===== src/rtl/load_align_unit.sv =====
// Load-data stage: issues one word-aligned bus read, then extracts and
// sign/zero-extends the addressed byte, halfword or word for writeback.
module load_align_unit #(
    parameter int LOAD_OP_WIDTH = 3,
    parameter int XLEN          = 32
) (
    input  logic                     clk,
    input  logic                     resetn,
    input  logic                     start,
    input  logic [LOAD_OP_WIDTH-1:0] LOADop,
    input  logic [XLEN-1:0]          addr,
    output logic                     mem_valid,
    output logic [XLEN-1:0]          mem_addr,
    output logic [3:0]               mem_wstrb,
    input  logic                     mem_ready,
    input  logic [XLEN-1:0]          mem_rdata,
    output logic [XLEN-1:0]          result,
    output logic                     done,
    output logic                     misaligned,
    output logic                     busy
);

    // Load encodings follow the RISC-V funct3 values produced by the load decoder.
    localparam logic [LOAD_OP_WIDTH-1:0] OP_LB  = LOAD_OP_WIDTH'(3'b000);
    localparam logic [LOAD_OP_WIDTH-1:0] OP_LH  = LOAD_OP_WIDTH'(3'b001);
    localparam logic [LOAD_OP_WIDTH-1:0] OP_LW  = LOAD_OP_WIDTH'(3'b010);
    localparam logic [LOAD_OP_WIDTH-1:0] OP_LBU = LOAD_OP_WIDTH'(3'b100);
    localparam logic [LOAD_OP_WIDTH-1:0] OP_LHU = LOAD_OP_WIDTH'(3'b101);

    localparam logic [1:0] S_IDLE = 2'd0;
    localparam logic [1:0] S_REQ  = 2'd1;
    localparam logic [1:0] S_RESP = 2'd2;

    logic [1:0]               state;
    logic [LOAD_OP_WIDTH-1:0] op_q;
    logic [1:0]               off_q;
    logic [XLEN-1:0]          rdata_q;

    logic [LOAD_OP_WIDTH-1:0] op_norm;
    logic                     is_misaligned;
    logic [7:0]               byte_sel;
    logic [15:0]              half_sel;
    logic [XLEN-1:0]          extracted;

    assign mem_wstrb = 4'b0000;
    assign busy      = (state != S_IDLE);

    // Unknown opcodes collapse to LW so an X from the decoder never reaches state.
    always_comb begin
        op_norm = OP_LW;
        case (LOADop)
            OP_LB, OP_LH, OP_LW, OP_LBU, OP_LHU: op_norm = LOADop;
            default:                             op_norm = OP_LW;
        endcase
        is_misaligned = (((op_norm == OP_LH) || (op_norm == OP_LHU)) && addr[0]) ||
                        ((op_norm == OP_LW) && (addr[1:0] != 2'b00));
    end

    always_comb begin
        byte_sel = rdata_q[7:0];
        case (off_q)
            2'd0:    byte_sel = rdata_q[7:0];
            2'd1:    byte_sel = rdata_q[15:8];
            2'd2:    byte_sel = rdata_q[23:16];
            default: byte_sel = rdata_q[31:24];
        endcase
        half_sel = off_q[1] ? rdata_q[31:16] : rdata_q[15:0];
        case (op_q)
            OP_LB:   extracted = {{(XLEN-8){byte_sel[7]}}, byte_sel};
            OP_LBU:  extracted = {{(XLEN-8){1'b0}}, byte_sel};
            OP_LH:   extracted = {{(XLEN-16){half_sel[15]}}, half_sel};
            OP_LHU:  extracted = {{(XLEN-16){1'b0}}, half_sel};
            default: extracted = rdata_q;
        endcase
    end

    // done and misaligned default low so each is a single-cycle pulse.
    always_ff @(posedge clk or negedge resetn) begin
        if (!resetn) begin
            state      <= S_IDLE;
            op_q       <= OP_LW;
            off_q      <= 2'b00;
            rdata_q    <= '0;
            mem_valid  <= 1'b0;
            mem_addr   <= '0;
            result     <= '0;
            done       <= 1'b0;
            misaligned <= 1'b0;
        end else begin
            done       <= 1'b0;
            misaligned <= 1'b0;
            case (state)
                S_IDLE: begin
                    if (start) begin
                        if (is_misaligned) begin
                            misaligned <= 1'b1;
                        end else begin
                            op_q      <= op_norm;
                            off_q     <= addr[1:0];
                            mem_addr  <= {addr[XLEN-1:2], 2'b00};
                            mem_valid <= 1'b1;
                            state     <= S_REQ;
                        end
                    end
                end
                S_REQ: begin
                    if (mem_ready) begin
                        rdata_q   <= mem_rdata;
                        mem_valid <= 1'b0;
                        state     <= S_RESP;
                    end
                end
                S_RESP: begin
                    result <= extracted;
                    done   <= 1'b1;
                    state  <= S_IDLE;
                end
                default: begin
                    mem_valid <= 1'b0;
                    state     <= S_IDLE;
                end
            endcase
        end
    end

endmodule


===== config.mk =====
export PLATFORM = sky130hd
export DESIGN_NAME = load_align_unit
export DESIGN_NICKNAME = d
export VERILOG_FILES = /design/src/rtl/load_align_unit.sv
export SDC_FILE = /design/constraint.sdc
export NUM_CORES = 1
export LEC_CHECK = 0
export CAP_MARGIN = 15
export CORE_UTILIZATION = 30
export CTS_CLUSTER_DIAMETER = 50
export CTS_CLUSTER_SIZE = 40
export DETAILED_ROUTE_END_ITERATION = 10
export PLACE_DENSITY = 0.59
export SLEW_MARGIN = 15
export SYNTH_ARGS = -nofsm -noshare
export SYNTH_HDL_FRONTEND = slang
export SYNTH_SLANG_ARGS = --single-unit

===== constraint.sdc =====
create_clock -name clk -period 1.5 [get_ports clk]
set_input_delay 0.15 -clock clk [delete_from_list [all_inputs] [get_ports clk]]
set_output_delay 0.15 -clock clk [all_outputs]
set_load 0.01 [all_outputs]

==> results of run 1 <==
[cell usage after synthesis (6+ instances only)]
library cell | instances | share of area
a211oi_1 | 6 | 0.0097
a211oi_2 | 10 | 0.027
a21oi_1 | 23 | 0.025
buf_4 | 10 | 0.016
clkbuf_1 | 10 | 0.0081
dfrtp_1 | 103 | 0.55
mux2_2 | 43 | 0.10
mux2i_1 | 8 | 0.017
nand2_1 | 126 | 0.10
nand2b_1 | 6 | 0.0081
nor2_1 | 23 | 0.019
o21ai_0 | 15 | 0.016
[where the power goes]
part	switching, uW	internal (uW)	total, uW
Combinational	2090	2700	4790
Sequential	909	3930	4840
Clock	1060	1340	2400
[state kept, by name (all words and copies together), names as in the netlist]
signal,flops
rdata_q,32
result,32
mem_addr,30
op_q,3
off_q,2
state,2
done,1
mem_valid,1
misaligned,1
[stage by stage]
step	hold slack [ps]	cell area [um^2]	instances	util
floorplan	-145.6	4679	442	-
global placement	54.75	6395	764	0.4207
detailed placement	57.03	6395	764	0.4207
CTS	226.9	6751	784	0.4441
global route	243.8	6788	786	0.4465
finish	234.0	6788	786	0.4465
[worst min path at each step]
stage	startpoint	to
after floorplan	resetn	done$_DFF_PN0_
after global placement	resetn	done$_DFF_PN0_
after detailed placement	resetn	done$_DFF_PN0_
after CTS	resetn	rdata_q[23]$_DFFE_PN0P_
after global routing	resetn	done$_DFF_PN0_
final	resetn	done$_DFF_PN0_
[metal layers]
layer	vias up	part of all wire	track usage
met2	126	0.50	0.2840
met5	-	0	0
li1	1779	-	-
met1	1791	0.40	0.1841
met4	0	0.013	0.04465
met3	10	0.082	0.06875
[worst max-delay path, stage by stage (launching register included)]
cell,delay [ps]
dfrtp_2,450
mux2i_2,320
o21ai_2,110
nor3b_4,220
buf_12,190
a211oi_1,90
[layout make-up]
| cell class | instances | area, um^2 | area share |
|---|---|---|---|
| sequential | 104 | 2609 | 0.3843 |
| multi-input combinational | 302 | 1903 | 0.2804 |
| timing repair buffer | 169 | 1708 | 0.2516 |
| clock buffer | 10 | 239.0 | 0.03521 |
| tap | 188 | 235.2 | 0.03465 |
| clock inverter | 6 | 67.56 | 0.009954 |
| inverter | 7 | 26.28 | 0.003871 |
[cells by family (layout without fill, tap and decap cells)]
kind of cell	after synthesis	count (layout)
other	1	6
AND/OR/NAND/NOR	171	171
AO/OA/AOI/OAI	73	73
buffers and inverters	36	192
flip-flops	104	104
multiplexers	52	52
[timing repair]
item,in CTS,in global routing
buffers inserted,3,2
resized for setup,11,8
pin swaps,1,2
endpoints found under the setup margin,27,32
hold buffers,1,0
hold endpoints to repair,49,0
==> flow_summary.ini, run 1 <==
[placed_design]
place_congestion = 0.7920
hpwl_um = 9024
dp_slack_ps = -170.7
place.port_buffers = 136

[synthesis]
synth_xor_area_frac = 0
synthArstFlopShare = 1.000
synth-compound-area-share = 0.1095
syn_inst = 437
synthMuxAreaShare = 0.1240
synth_fa_ha_area_frac = 0
yosysSeqAreaShare = 0.5587
synth.avg_cell_area_um2 = 10.67
synth_ff_type = dfrtp_1
yosys.area_share.simple = 0.1624
ys_ff_latch = 104
synth_edf_count = 0
ys_warn_count = 0
synth_top_family_by_area = simple AND/OR/NAND/NOR gates
ys_types = 39
netlist_area_um2 = 4661

[layout]
num-nets-final = 664
drive_gt1_frac = 0.2157
synthToLayoutAreaGrowth_pct = 45.64
fill_cells = 1418
diodes = 0
final_common_cell = clkdlybuf4s50_1
final_cell_mix = clkdlybuf4s50_1, nand2_1, dfrtp_1

[clocking]
clkTransAtPathRegs_ps = 70
cts_tree = yes
clk_latency_ps = 350
root_buffer = clkbuf_16
clock_sinks = 104
h-tree-depth = 3
clock_path_buffers = 2
cts_buffers = 9

[global_route]
grt_max_degree = 43
gr-total-overflow = 0
grt_pass1_wl_um = 20250
grt_pass1_vias = 4000
gr-usage-all-layers = 0.1637
antenna_found_initial = 0

[drt]
drc_errors = 0
firstDrtPassIters = 4
wire_per_inst_um = 15.67
drt_iter0_drc = 205
vias = 3706
vias_per_cell = 4.715
routed_wl_um = 12310
ant_nets = 0

[setup_path]
r2r_cells = 5
reg2reg_slack_ps = 5
critPathCaptureType = register
critPathMaxFanout = 16
crit_type = register to register
r2r_start = off_q[0]$_DFFE_PN0P_
cp.required_ps = 1730
critPathCapture = result[18]$_DFFE_PN0P_
critPathLaunch = off_q[0]$_DFFE_PN0P_
arrival_ps = 1730
startpoint_type = register
reg2reg_to = result[18]$_DFFE_PN0P_

[sta]
min_period_over_period = 0.9966
setup_viol = 0
hold_viol = 0
setup_ws_ps = 5.113
fin_skew_ps = 7.828
maxSlewViolCount = 0
finalSetupTns_ps = 0
clock.fmax_mhz = 668.9
fin_crit_ps = 1495
rsz0062_at_grt = true

[power]
irDropWorstVdd_mv = 0.9195
leakage_uw = 0.002962
power_per_cell_area_nw_per_um2 = 1773
power_uw = 12040

[floorplanning]
die_w_um = 126.6
ios = 143
initial_utilization = 0.3066
fp.coreArea_um2 = 15200
die_area_um2 = 16040
row_count = 45
die_y_um = 126.6

[outcome]
status = finished, final reports clean

[hold_path]
hp-class = input port to async pin

[run]
max-cap-violations = 0
(Power assumes the default switching activity.)
==> inputs of run 2 (changes only) <==
CTS_CLUSTER_DIAMETER = 40   (was 50)
HOLD_SLACK_MARGIN = 0.06   (was default)
==> results of run 2 <==
Final layout, timing and power as in run 1 (identical DEF).
==> inputs of run 3 (changes only) <==
ABC_CLOCK_PERIOD_IN_PS = 1500   (was default)
CORE_MARGIN = 4   (was default)
==> flow_summary.ini, run 3 (synthesis results as in run 1) <==
[layout]
fill_cells = 1414
final_common_cell = clkdlybuf4s50_1
drive_gt1_frac = 0.2294
top_regs = rdata_q x32, result x32, mem_addr x30
num-nets-final = 672
synthToLayoutAreaGrowth_pct = 49.21
final_cell_mix = clkdlybuf4s50_1, nand2_1, dfrtp_1
diodes = 0

[drt]
ant_nets = 0
wire_per_inst_um = 16.28
drt_iter0_drc = 151
vias_per_cell = 4.715
vias = 3744
drc_errors = 0
firstDrtPassIters = 4
routed_wl_um = 12930

[placed_design]
place_congestion = 0.7947
hpwl_um = 9528
dp_slack_ps = -190.9
place.port_buffers = 136

[power]
power_uw = 12470
leakage_uw = 0.003033
power_per_cell_area_nw_per_um2 = 1792
irDropWorstVdd_mv = 0.7860

[clocking]
cts_tree = yes
clock_path_buffers = 2
h-tree-depth = 3
root_buffer = clkbuf_16
clock_sinks = 104
clk_latency_ps = 350
clkTransAtPathRegs_ps = 70
cts_buffers = 9

[sta]
rsz0062_at_grt = true
setup_viol = 20
fin_crit_ps = 1554
setup_ws_ps = -54.14
hold_viol = 0
finalSetupTns_ps = -678.6
maxSlewViolCount = 0
clock.fmax_mhz = 643.4
fin_skew_ps = 6.477
min_period_over_period = 1.036

[setup_path]
arrival_ps = 1780
crit_type = register to register
crit_slowest_cell = dfrtp_2
cp.required_ps = 1730
critPathMaxFanout = 16
worstPathCellList = mux2i_2, buf_4, nor3_4, nor3b_4, buf_12, a211oi_1
max_stage_delay_ps = 460
startpoint_type = register
critPathCaptureType = register

[outcome]
status = finished, violations left
violations = setup timing

[floorplanning]
row_count = 45
die_y_um = 132.6
fp.coreArea_um2 = 15200
die_w_um = 132.6
ios = 143
die_area_um2 = 17590
initial_utilization = 0.3066

[global_route]
grt_max_degree = 48
antenna_found_initial = 0
grt_pass1_vias = 4023
gr-usage-all-layers = 0.1500
grt_pass1_wl_um = 20960
gr-total-overflow = 0

[run]
max-cap-violations = 0

[hold_path]
hp-class = input port to async pin
-- run 3: final timing paths --
kind / from / to / slack [ps] / depth (start not counted)
worst max-delay path: off_q[0]$_DFFE_PN0P_ / result[16]$_DFFE_PN0P_ / -50 / 6
worst min-delay path: resetn / result[26]$_DFFE_PN0P_ / 280 / 2
worst max register to register: off_q[0]$_DFFE_PN0P_ / result[16]$_DFFE_PN0P_ / -50 / 6
worst min register to register: mem_valid$_DFFE_PN0P_ / mem_valid$_DFFE_PN0P_ / 480 / 2
max in group asynchronous: resetn / result[2]$_DFFE_PN0P_ / 620 / 3
min in group clk: mem_rdata[21] / rdata_q[21]$_DFFE_PN0P_ / 320 / 3
-- run 3: layout make-up --
class	instances	area, um^2	area share
inverter	7	28.78	0.004138
clock inverter	5	80.08	0.01151
tap	188	235.2	0.03383
timing repair buffer	177	1797	0.2584
multi-input combinational	302	1963	0.2823
clock buffer	11	242.7	0.03490
sequential	104	2608	0.3750
-- run 3: timing repair --
action | 4_1_cts | 5_1_grt
pin swaps | 0 | 7
hold endpoints to repair | 26 | 0
gates cloned | 0 | 0
buffers inserted | 2 | 7
resized for setup | 8 | 20
hold buffers | 1 | 0
endpoints found under the setup margin | 31 | 32
-- run 3: layer usage --
metal  up-vias  global-route usage  routed length, um
met3        12             0.05741               1055
li1       1793                   -                  -
met4         0             0.04157                156
met1      1808              0.1778               5244
met5         -                   0                  0
met2       131              0.2550               6472
-- run 3: power by group --
| part | leakage, uW | internal (uW) | total, uW | switching (uW) |
|---|---|---|---|---|
| clock | 0.000152 | 1510 | 2560 | 1050 |
| sequential | 0.00126 | 3930 | 4850 | 920 |
| combinational | 0.00163 | 2850 | 5050 | 2200 |
| total | 0.00303 | 8290 | 12500 | 4170 |
-- run 3: per-stage QoR --
stage | util | instances | hold slack (ps) | area (um^2)
floorplan | - | 442 | -145.6 | 4679
finish | 0.4574 | 794 | 281.8 | 6954
detailed placement | 0.4235 | 768 | 110.3 | 6437
global route | 0.4574 | 794 | 321.0 | 6954
CTS | 0.4473 | 787 | 293.0 | 6800
global placement | 0.4235 | 768 | 105.8 | 6437
-- run 3: critical path, delay by kind of cell, from the launching register on --
kind	cells	cell delay, ps
flops	1	460
compound gates	1	90
buf+inv	2	340
simple gates	2	280
mux	1	250
